[src/rtl/ir_cmd_ctrl.sv]
// ---------------------------------------------------------------------------
// ir_cmd_ctrl
//
// Turns the stream of decoded IR frames into key events. A command is only
// reported as a press after CONFIRM_N identical frames. While the key stays
// held, a repeat event is produced every REPEAT_EVERY frames. A release is
// produced when a different command arrives, or when no accepted frame
// arrives for TIMEOUT cycles. Events are queued in a 4-deep
// first-word-fall-through FIFO.
//
// Parameters:
//   ADDR         accepted device address (frame[4:0])
//   ADDR_ANY     1 = accept frames with any address
//   CONFIRM_N    identical frames needed before a press (1..7)
//   REPEAT_EVERY held frames per repeat event (1..15)
//   TIMEOUT      idle cycles after the last accepted frame that mean release
//
// Ports:
//   clk, rst_n   clock (rising edge) and asynchronous active-low reset
//   frame        received code: command = frame[11:5], address = frame[4:0]
//   frame_rdy    level valid flag from the decoder; one frame per 0->1 edge
//   evt_valid    an event is at the FIFO head
//   evt_ready    consumer accepts the head event
//   evt_cmd      command of the head event
//   evt_type     01 = press, 10 = repeat, 11 = release
//   held         the controller considers a key held
//   overflow     sticky, set when an event was dropped on a full FIFO
//   ovf_clr      clears overflow (a new drop in the same cycle wins)
// ---------------------------------------------------------------------------
module ir_cmd_ctrl #(
  parameter logic [4:0] ADDR         = 5'd1,
  parameter bit         ADDR_ANY     = 1'b0,
  parameter int         CONFIRM_N    = 2,
  parameter int         REPEAT_EVERY = 4,
  parameter int         TIMEOUT      = 3000000
) (
  input  logic        clk,
  input  logic        rst_n,
  input  logic [11:0] frame,
  input  logic        frame_rdy,
  output logic        evt_valid,
  input  logic        evt_ready,
  output logic [6:0]  evt_cmd,
  output logic [1:0]  evt_type,
  output logic        held,
  output logic        overflow,
  input  logic        ovf_clr
);

  localparam int              TW          = $clog2(TIMEOUT + 1);
  localparam logic [TW-1:0]   TMR_RELOAD  = TW'(TIMEOUT);
  localparam logic [2:0]      CONFIRM_LIM = 3'(CONFIRM_N);
  localparam logic [3:0]      REPEAT_LIM  = 4'(REPEAT_EVERY);
  localparam logic [1:0]      EVT_PRESS   = 2'b01;
  localparam logic [1:0]      EVT_REPEAT  = 2'b10;
  localparam logic [1:0]      EVT_RELEASE = 2'b11;

  typedef enum logic [1:0] {
    ST_IDLE    = 2'd0,
    ST_CONFIRM = 2'd1,
    ST_HELD    = 2'd2
  } state_t;

  // Input capture
  logic        rdy_q, rdy_d;
  logic        rdy_dly_q, rdy_dly_d;
  logic [11:0] frame_q, frame_d;

  // Controller state
  state_t          state_q, state_d;
  logic [6:0]      cur_cmd_q, cur_cmd_d;
  logic [2:0]      cnt_q, cnt_d;
  logic [3:0]      rep_q, rep_d;
  logic [TW-1:0]   tmr_q, tmr_d;
  logic            pend_q, pend_d;

  // Event FIFO
  logic [8:0]      mem_q [4];
  logic [8:0]      mem_d [4];
  logic [1:0]      wr_ptr_q, wr_ptr_d;
  logic [1:0]      rd_ptr_q, rd_ptr_d;
  logic [2:0]      count_q, count_d;
  logic            ovf_q, ovf_d;

  // Internal handshakes
  logic            frame_new;
  logic            frm_ok;
  logic            same_cmd;
  logic [6:0]      frm_cmd;
  logic            push_vld;
  logic [8:0]      push_data;
  logic            push_ok;
  logic            pop;
  logic            full;
  logic [8:0]      head;

  // frame_rdy is a level, so a frame is recognised only on the rising edge
  // of the registered copy; frame is registered alongside so the data seen
  // at the edge belongs to that frame.
  always_comb begin
    rdy_d     = frame_rdy;
    rdy_dly_d = rdy_q;
    frame_d   = frame;
  end

  always_comb begin
    frame_new = rdy_q & ~rdy_dly_q;
    frm_cmd   = frame_q[11:5];
    frm_ok    = frame_new & (ADDR_ANY | (frame_q[4:0] == ADDR));
    same_cmd  = (frm_cmd == cur_cmd_q);
  end

  // Next-state logic of the press/repeat/release controller. An accepted
  // frame takes priority over timer expiry. When a new command replaces a
  // held one and CONFIRM_N is 1, the release goes out this cycle and the
  // press of the new command is deferred one cycle via pend.
  always_comb begin
    state_d   = state_q;
    cur_cmd_d = cur_cmd_q;
    cnt_d     = cnt_q;
    rep_d     = rep_q;
    tmr_d     = tmr_q;
    pend_d    = 1'b0;
    push_vld  = 1'b0;
    push_data = 9'd0;

    if ((state_q != ST_IDLE) && (tmr_q != '0)) begin
      tmr_d = tmr_q - 1'b1;
    end

    if (pend_q) begin
      push_vld  = 1'b1;
      push_data = {EVT_PRESS, cur_cmd_q};
    end else if (frm_ok) begin
      tmr_d = TMR_RELOAD;
      case (state_q)
        ST_IDLE: begin
          cur_cmd_d = frm_cmd;
          cnt_d     = 3'd1;
          if (CONFIRM_N == 1) begin
            push_vld  = 1'b1;
            push_data = {EVT_PRESS, frm_cmd};
            rep_d     = 4'd0;
            state_d   = ST_HELD;
          end else begin
            state_d   = ST_CONFIRM;
          end
        end
        ST_CONFIRM: begin
          if (same_cmd) begin
            cnt_d = cnt_q + 3'd1;
            if ((cnt_q + 3'd1) == CONFIRM_LIM) begin
              push_vld  = 1'b1;
              push_data = {EVT_PRESS, cur_cmd_q};
              rep_d     = 4'd0;
              state_d   = ST_HELD;
            end
          end else begin
            cur_cmd_d = frm_cmd;
            cnt_d     = 3'd1;
          end
        end
        ST_HELD: begin
          if (same_cmd) begin
            if ((rep_q + 4'd1) == REPEAT_LIM) begin
              push_vld  = 1'b1;
              push_data = {EVT_REPEAT, cur_cmd_q};
              rep_d     = 4'd0;
            end else begin
              rep_d     = rep_q + 4'd1;
            end
          end else begin
            push_vld  = 1'b1;
            push_data = {EVT_RELEASE, cur_cmd_q};
            cur_cmd_d = frm_cmd;
            cnt_d     = 3'd1;
            rep_d     = 4'd0;
            if (CONFIRM_N == 1) begin
              pend_d  = 1'b1;
              state_d = ST_HELD;
            end else begin
              state_d = ST_CONFIRM;
            end
          end
        end
        default: begin
          state_d = ST_IDLE;
        end
      endcase
    end else if ((state_q != ST_IDLE) && (tmr_q == '0)) begin
      if (state_q == ST_HELD) begin
        push_vld  = 1'b1;
        push_data = {EVT_RELEASE, cur_cmd_q};
      end
      cnt_d   = 3'd0;
      rep_d   = 4'd0;
      state_d = ST_IDLE;
    end
  end

  // FIFO bookkeeping. A push into a full FIFO is still accepted when the
  // head is popped in the same cycle; otherwise it is dropped and recorded
  // in the sticky overflow flag.
  always_comb begin
    full     = (count_q == 3'd4);
    pop      = evt_valid & evt_ready;
    push_ok  = push_vld & (~full | pop);
    mem_d    = mem_q;
    wr_ptr_d = wr_ptr_q;
    rd_ptr_d = rd_ptr_q;
    count_d  = count_q;
    ovf_d    = ovf_q;

    if (push_ok) begin
      mem_d[wr_ptr_q] = push_data;
      wr_ptr_d        = wr_ptr_q + 2'd1;
    end
    if (pop) begin
      rd_ptr_d = rd_ptr_q + 2'd1;
    end
    if (push_ok && !pop) begin
      count_d = count_q + 3'd1;
    end else if (pop && !push_ok) begin
      count_d = count_q - 3'd1;
    end

    if (push_vld && !push_ok) begin
      ovf_d = 1'b1;
    end else if (ovf_clr) begin
      ovf_d = 1'b0;
    end
  end

  // Head of the FIFO is presented directly; outputs read as zero when empty.
  always_comb begin
    head      = mem_q[rd_ptr_q];
    evt_valid = (count_q != 3'd0);
    evt_type  = evt_valid ? head[8:7] : 2'b00;
    evt_cmd   = evt_valid ? head[6:0] : 7'd0;
    held      = (state_q == ST_HELD);
    overflow  = ovf_q;
  end

  always_ff @(posedge clk or negedge rst_n) begin
    if (!rst_n) begin
      rdy_q     <= 1'b0;
      rdy_dly_q <= 1'b0;
      frame_q   <= 12'd0;
      state_q   <= ST_IDLE;
      cur_cmd_q <= 7'd0;
      cnt_q     <= 3'd0;
      rep_q     <= 4'd0;
      tmr_q     <= '0;
      pend_q    <= 1'b0;
      for (int i = 0; i < 4; i++) begin
        mem_q[i] <= 9'd0;
      end
      wr_ptr_q  <= 2'd0;
      rd_ptr_q  <= 2'd0;
      count_q   <= 3'd0;
      ovf_q     <= 1'b0;
    end else begin
      rdy_q     <= rdy_d;
      rdy_dly_q <= rdy_dly_d;
      frame_q   <= frame_d;
      state_q   <= state_d;
      cur_cmd_q <= cur_cmd_d;
      cnt_q     <= cnt_d;
      rep_q     <= rep_d;
      tmr_q     <= tmr_d;
      pend_q    <= pend_d;
      for (int i = 0; i < 4; i++) begin
        mem_q[i] <= mem_d[i];
      end
      wr_ptr_q  <= wr_ptr_d;
      rd_ptr_q  <= rd_ptr_d;
      count_q   <= count_d;
      ovf_q     <= ovf_d;
    end
  end

endmodule

[config.mk]
export PLATFORM = sky130hd
export DESIGN_NAME = ir_cmd_ctrl
export DESIGN_NICKNAME = d
export VERILOG_FILES = /design/src/rtl/ir_cmd_ctrl.sv
export SDC_FILE = /design/constraint.sdc
export NUM_CORES = 1
export LEC_CHECK = 0
export CAP_MARGIN = 20
export CORE_UTILIZATION = 60
export CTS_CLUSTER_SIZE = 10
export DETAILED_ROUTE_END_ITERATION = 16
export GPL_TIMING_DRIVEN = 1
export PLACE_DENSITY = 0.76
export SYNTH_ARGS = -nofsm -noshare
export SYNTH_HDL_FRONTEND = slang
export SYNTH_SLANG_ARGS = --single-unit
export TNS_END_PERCENT = 100
[constraint.sdc]
create_clock -name clk -period 3.99 [get_ports clk]
set_clock_uncertainty 0.05 [all_clocks]
set_input_delay 0.399 -clock clk [delete_from_list [all_inputs] [get_ports clk]]
set_output_delay 0.399 -clock clk [all_outputs]
set_load 0.05 [all_outputs]
; ---- After elaboration in Yosys (flattened, before gate mapping)
; Index checks and enable logic that the tools add are counted.
[word_totals]
reg_bits = 96
latch_bits = 0
mem_bits_rw = 0
rom_bits = 0
input_bits = 17
output_inout_bits = 12
n_memories = 0
[classes]
add_sub_neg = 7
mul = 0
div = 0
order_cmp = 3
eq_ne = 13
shift = 0
n_mux = 50
n_bitwise = 9
reduce_logical = 23
[ops]
columns = operator, count
row1 = $mux 9, 8
row2 = $mux 22, 2
row3 = $bwmux 36, 1
row4 = $mux 4, 6
row5 = $logic_not 22->1, 1
row6 = $reduce_bool 22->1, 1
row7 = $sub 22x1->22 const B, 1
row8 = $bmux 9 s2, 1
row9 = $demux 9 s2, 1
row10 = $mux 3, 6
row11 = $pmux 9 s2, 1
row12 = $mux 8, 2
row13 = $mux 7, 2
row14 = $pmux 7 s2, 1
row15 = $mux 2, 6
row16 = $reduce_bool 2->1, 6
row17 = $mux 1, 9
row18 = $ne 3x3->1 const B, 3
row19 = $pmux 3 s3, 1
row20 = $pmux 4 s2, 1
row21 = $reduce_and 4->1, 2
row22 = $eq 7x7->1, 1
row23 = $add 3x1->3 const B, 2
row24 = $ge 3x3->1 const B, 2
row25 = 25 further kinds, 38

; ---- Logic depth before layout (Yosys ltp)
[logic_depth]
depth_word = 11
ltp_mapped = 12
mapped_depth_nobuf = 12

; ---- Worst setup path after synthesis
; No wires, ideal clock.
[synth_path]
path_type = reg-to-reg
start = reg tmr_q[0]
end = reg count_q[2]
t_arrival_ps = 2788
setup_slack_ps = 1073
stages_incl_launch_ff = 13
n_path_buf = 0
synth_period_minus_slack_ps = 2917
cell_sequence = dfrtp_1 -> inv_1 -> ha_1 -> or4b_1 -> nor4_2 -> nand4_4 -> a31oi_1 -> ha_1 -> inv_1 -> fa_1 -> xor2_1 -> nor2_1 -> xor2_1
[synth_between]
elab_chain_cells = 8
elab_cells_between_ends = 10
[synth_rtl]
columns = item, line
row1 = start: declaration, 74  ; logic [TW-1:0] tmr_q, tmr_d;
row2 = start signal: assignment, 270  ; tmr_q <= tmr_d;
row3 = $logic_not 22->1 (*), 190  ; end else if ((state_q != ST_IDLE) && (tmr_q == '0)) begin
row4 = $logic_and 1x1->1 (*), 190
row5 = $mux 1 (*), 190
row6 = $mux 1 (*), 134  ; end else if (frm_ok) begin
row7 = $and 1x1->1 (*), 207  ; push_ok = push_vld & (~full | pop);
row8 = named net push_ok, 92  ; logic push_ok;
row9 = $logic_not 1->1, 223  ; end else if (pop && !push_ok) begin
row10 = $logic_and 1x1->1, 223
row11 = $reduce_bool 2->1 (no line), --
row12 = end signal: assignment, 277  ; count_q <= count_d;
row13 = end: declaration, 82  ; logic [2:0] count_q, count_d;
; Mark *: on every way through the listed nets, which the timed path passes. The rest lies on a longest branch.
; A chain may end at the register's enable or synchronous reset.

; ---- Final worst setup path
; Ends and elaborated chain as after synthesis.

==> out/qor.txt <==
outcome - finished clean
Most used DFF post-synth - dfrtp_1
Setup crit end kind - register
die area - 0.00852 sq mm
delay-heaviest family, CP - simple AND/OR/NAND/NOR gates
CORE AREA - 0.00781 sq mm
Rows - 32
Synth area leader - dfrtp_1
synthesis-to-layout area growth - 11.0%
Yosys cell types - 71
Starting Density - 0.627
TritonCTS Sinks - 96
register area share after synthesis - 0.491
H-tree levels - 3
Warnings, synthesis - 0
Max Clk Rate - 310 MHz
diode count - 0
Post-DRT Antenna Nets - 0
Final #Nets - 454
antenna violations before repair - 0
leak pwr - 2.32 nW
Max clock buf depth - 2
vias after detailed routing - 3,215
number of enable flip-flop cells after synthesis - 0
post-synthesis compound-gate area fraction - 0.106
post-synthesis mux area share - 0.131
DRT iter0 DRCs - 119
Synth Area in Adders - 0.0373
XOR/XNOR Fraction of Synth Area - 0.0501
slowest stage cell, crit path - or4b_1
Clk Latency, worst-skew pair - 0.38 ns
DP Wirelength - 6.37 mm
GRT Total Usage - 0.237
kind of critical path - reg -> reg
CP peak stage delay - 0.54 ns
# DRC - 0
mapped cell area - 0.00489 sq mm
share of cells above drive strength 1 - 0.208
Synth Area in Simple Gates - 0.158
sequential standard cell area - 0.00240 sq mm
Bufs and invs on worst path - 2
final worst-path cycle share - 0.808
gpl congestion - 0.845
chip width - 92.3 um
chip height - 92.3 um
Synth async-reset ratio - 1.00
largest family of logic cells by synthesized area - simple AND/OR/NAND/NOR gates
Final Hold Viols - 0
Tmin final - 3.22 ns
CP Max Fanout - 7
drt wl/cell - 17.4 um
clock root cell - clkbuf_8
Via-to-Cell Ratio - 6.07
Syn Inst Count - 396
WP data required - 4.23 ns
PostCTS Resize Cnt - 0
Placed Area - 0.00524 sq mm
Startpoint Class - register
grt ovf - 0
max-slew violation count - 0
Boundary Pins - 29
CTS tree - built
total CTS buffers - 9
vias in the first global route - 3,066
CTS clk-pin slew, worst paths - 0.10 ns
# Max-Cap Violations - 0
Syn Nets - 427
VDD IR max - 0.000305 V
routed wire length - 9.20 mm
IO Port Bufs - 28
Fin Setup TNS - 0 ns
Yosys reg bits - 96
final instance area - 0.00543 sq mm
Post-CTS Setup Repair Bufs - 0
largest net degree at the start of global routing - 64
fillcell total - 579
global-route wire length before repair - 15.5 mm
syn avg cell area - 12.4 sq um
crit path DAT - 3.47 ns
Power Dens Cells - 488 mW/mm^2
# hold bufs at CTS - 0
Final Setup Violations - 0
post-synth top area share - 0.491
RSZ-0062 raised after global routing - no
Cell Chain, Critical Path - inv_1 > ha_1 > or4b_1 > nor4_2 > nand4_4 > a31oi_1 > ha_1 > inv_1 > fa_1 > xor2_1 > nor2_1 > xor2_1
synth top area cells - dfrtp_1 (49%), mux2_2 (8.1%), mux4_2 (4.1%), xnor2_1 (3.8%), ha_1 (3.3%)
multi-input gate area in the final layout - 0.00236 sq mm
DRT Pass-1 Iters - 4
class of the worst hold path - in -> async
Tightest Pin Transition - 0.885 ns
Slew HR - 0.409
[synthesized netlist by cell type (all sizes together), types with 3 or more instances]
library cell / n
and2: 9
and3: 6
nor4: 4
nor3: 3
nor2: 24
nand3: 17
buf: 5
xnor2: 21
dfrtp: 96
nand4: 5
a2111oi: 4
nor4b: 3
a21oi: 6
and4: 6
o21ai: 5
o21a: 5
inv: 13
o31ai: 4
or3: 4
ha: 13
mux4: 9
nand2: 17
nand2b: 3
or4: 8
xor2: 7
nand3b: 4
a211oi: 6
or2: 4
mux2: 39
o22a: 4
clkbuf: 10
a31oi: 8
[state kept, by name (all words and copies together) (netlist names)]
register   flops
mem_q         36
rdy_dly_d      1
rep_q          4
count_q        3
rd_ptr_q       2
rdy_dly_q      1
state_q        2
wr_ptr_q       2
tmr_q         22
overflow       1
frame_q       12
cur_cmd_q      7
cnt_q          3
[kinds of logic after synthesis]
logic type | Yosys count
compound gates | 59
mux | 48
xor+xnor | 28
fa+ha+maj | 14
buf+inv | 28
flops | 96
simple gates | 123
[cell type report]
| type | count | share of cell area |
|---|---|---|
| flip-flops and latches | 96 | 0.442 |
| multi-input cells | 272 | 0.434 |
| well taps | 102 | 0.0235 |
| repair buffers | 31 | 0.0553 |
| inverters | 13 | 0.00898 |
| clock inverters | 6 | 0.0106 |
| clock buffers | 10 | 0.0253 |
[placed cells by master, fill, tap and decap left out, types with 4 or more instances in the layout]
cell,Yosys,layout
a31oi_4,4,4
clkbuf_8,1,10
mux2_2,35,35
buf_4,0,4
xor2_1,7,7
mux4_2,9,9
o31ai_1,4,4
or2_2,4,4
and3_1,5,5
mux2_1,4,4
a2111oi_0,4,4
nand2_1,17,17
nand3b_1,4,4
or4_1,5,5
dfrtp_1,96,96
o22a_1,4,4
clkdlybuf4s50_1,0,27
nand3_1,16,16
a211oi_1,5,5
o21ai_0,4,4
a31oi_1,4,4
a21oi_1,6,6
xnor2_1,21,21
and4_1,6,6
inv_1,13,13
o21a_1,5,5
and2_1,9,9
ha_1,13,13
nor2_1,24,24
[layer usage]
metal	track usage	wire [um]	up-vias
met5	0	0	-
met1	0.359	4590	1628
met4	0.0729	110	0
met2	0.340	4190	60
li1	-	-	1519
met3	0.0558	309	8
[final timing paths]
check | start | to | depth (start not counted) | slack [ns]
max | tmr_q[0] | count_q[2] | 12 | 0.77
min | rst_n | tmr_q[7] | 1 | 0.04
max reg2reg | tmr_q[0] | count_q[2] | 12 | 0.77
min reg2reg | rdy_dly_d | rdy_dly_q | 0 | 0.39
max in group asynchronous | rst_n | mem_q[12] | 2 | 2.96
min in group clk | rdy_dly_d | rdy_dly_q | 0 | 0.39
[through the flow]
| stage | std cells | power [mW] | utilization | hold slack, ns | worst slack [ns] |
|---|---|---|---|---|---|
| finish | 530 | 2.65 | 0.696 | 0.0358 | 0.766 |
| global route | 530 | 2.81 | 0.696 | 0.102 | 0.521 |
| CTS | 530 | 2.66 | 0.696 | 0.0723 | 0.756 |
| detailed placement | 514 | 2.03 | 0.671 | 0.374 | 0.781 |
| global placement | 514 | 2.00 | 0.671 | 0.361 | 0.884 |
| floorplan | 396 | 1.84 | - | 0.0534 | 1.07 |
[report_power, final]
part / leakage [nW] / switching (mW) / internal (mW)
registers: 1.26 / 0.233 / 1.13
clock network: 0.102 / 0.374 / 0.260
logic: 0.952 / 0.341 / 0.317
(Power assumes the default switching activity.)
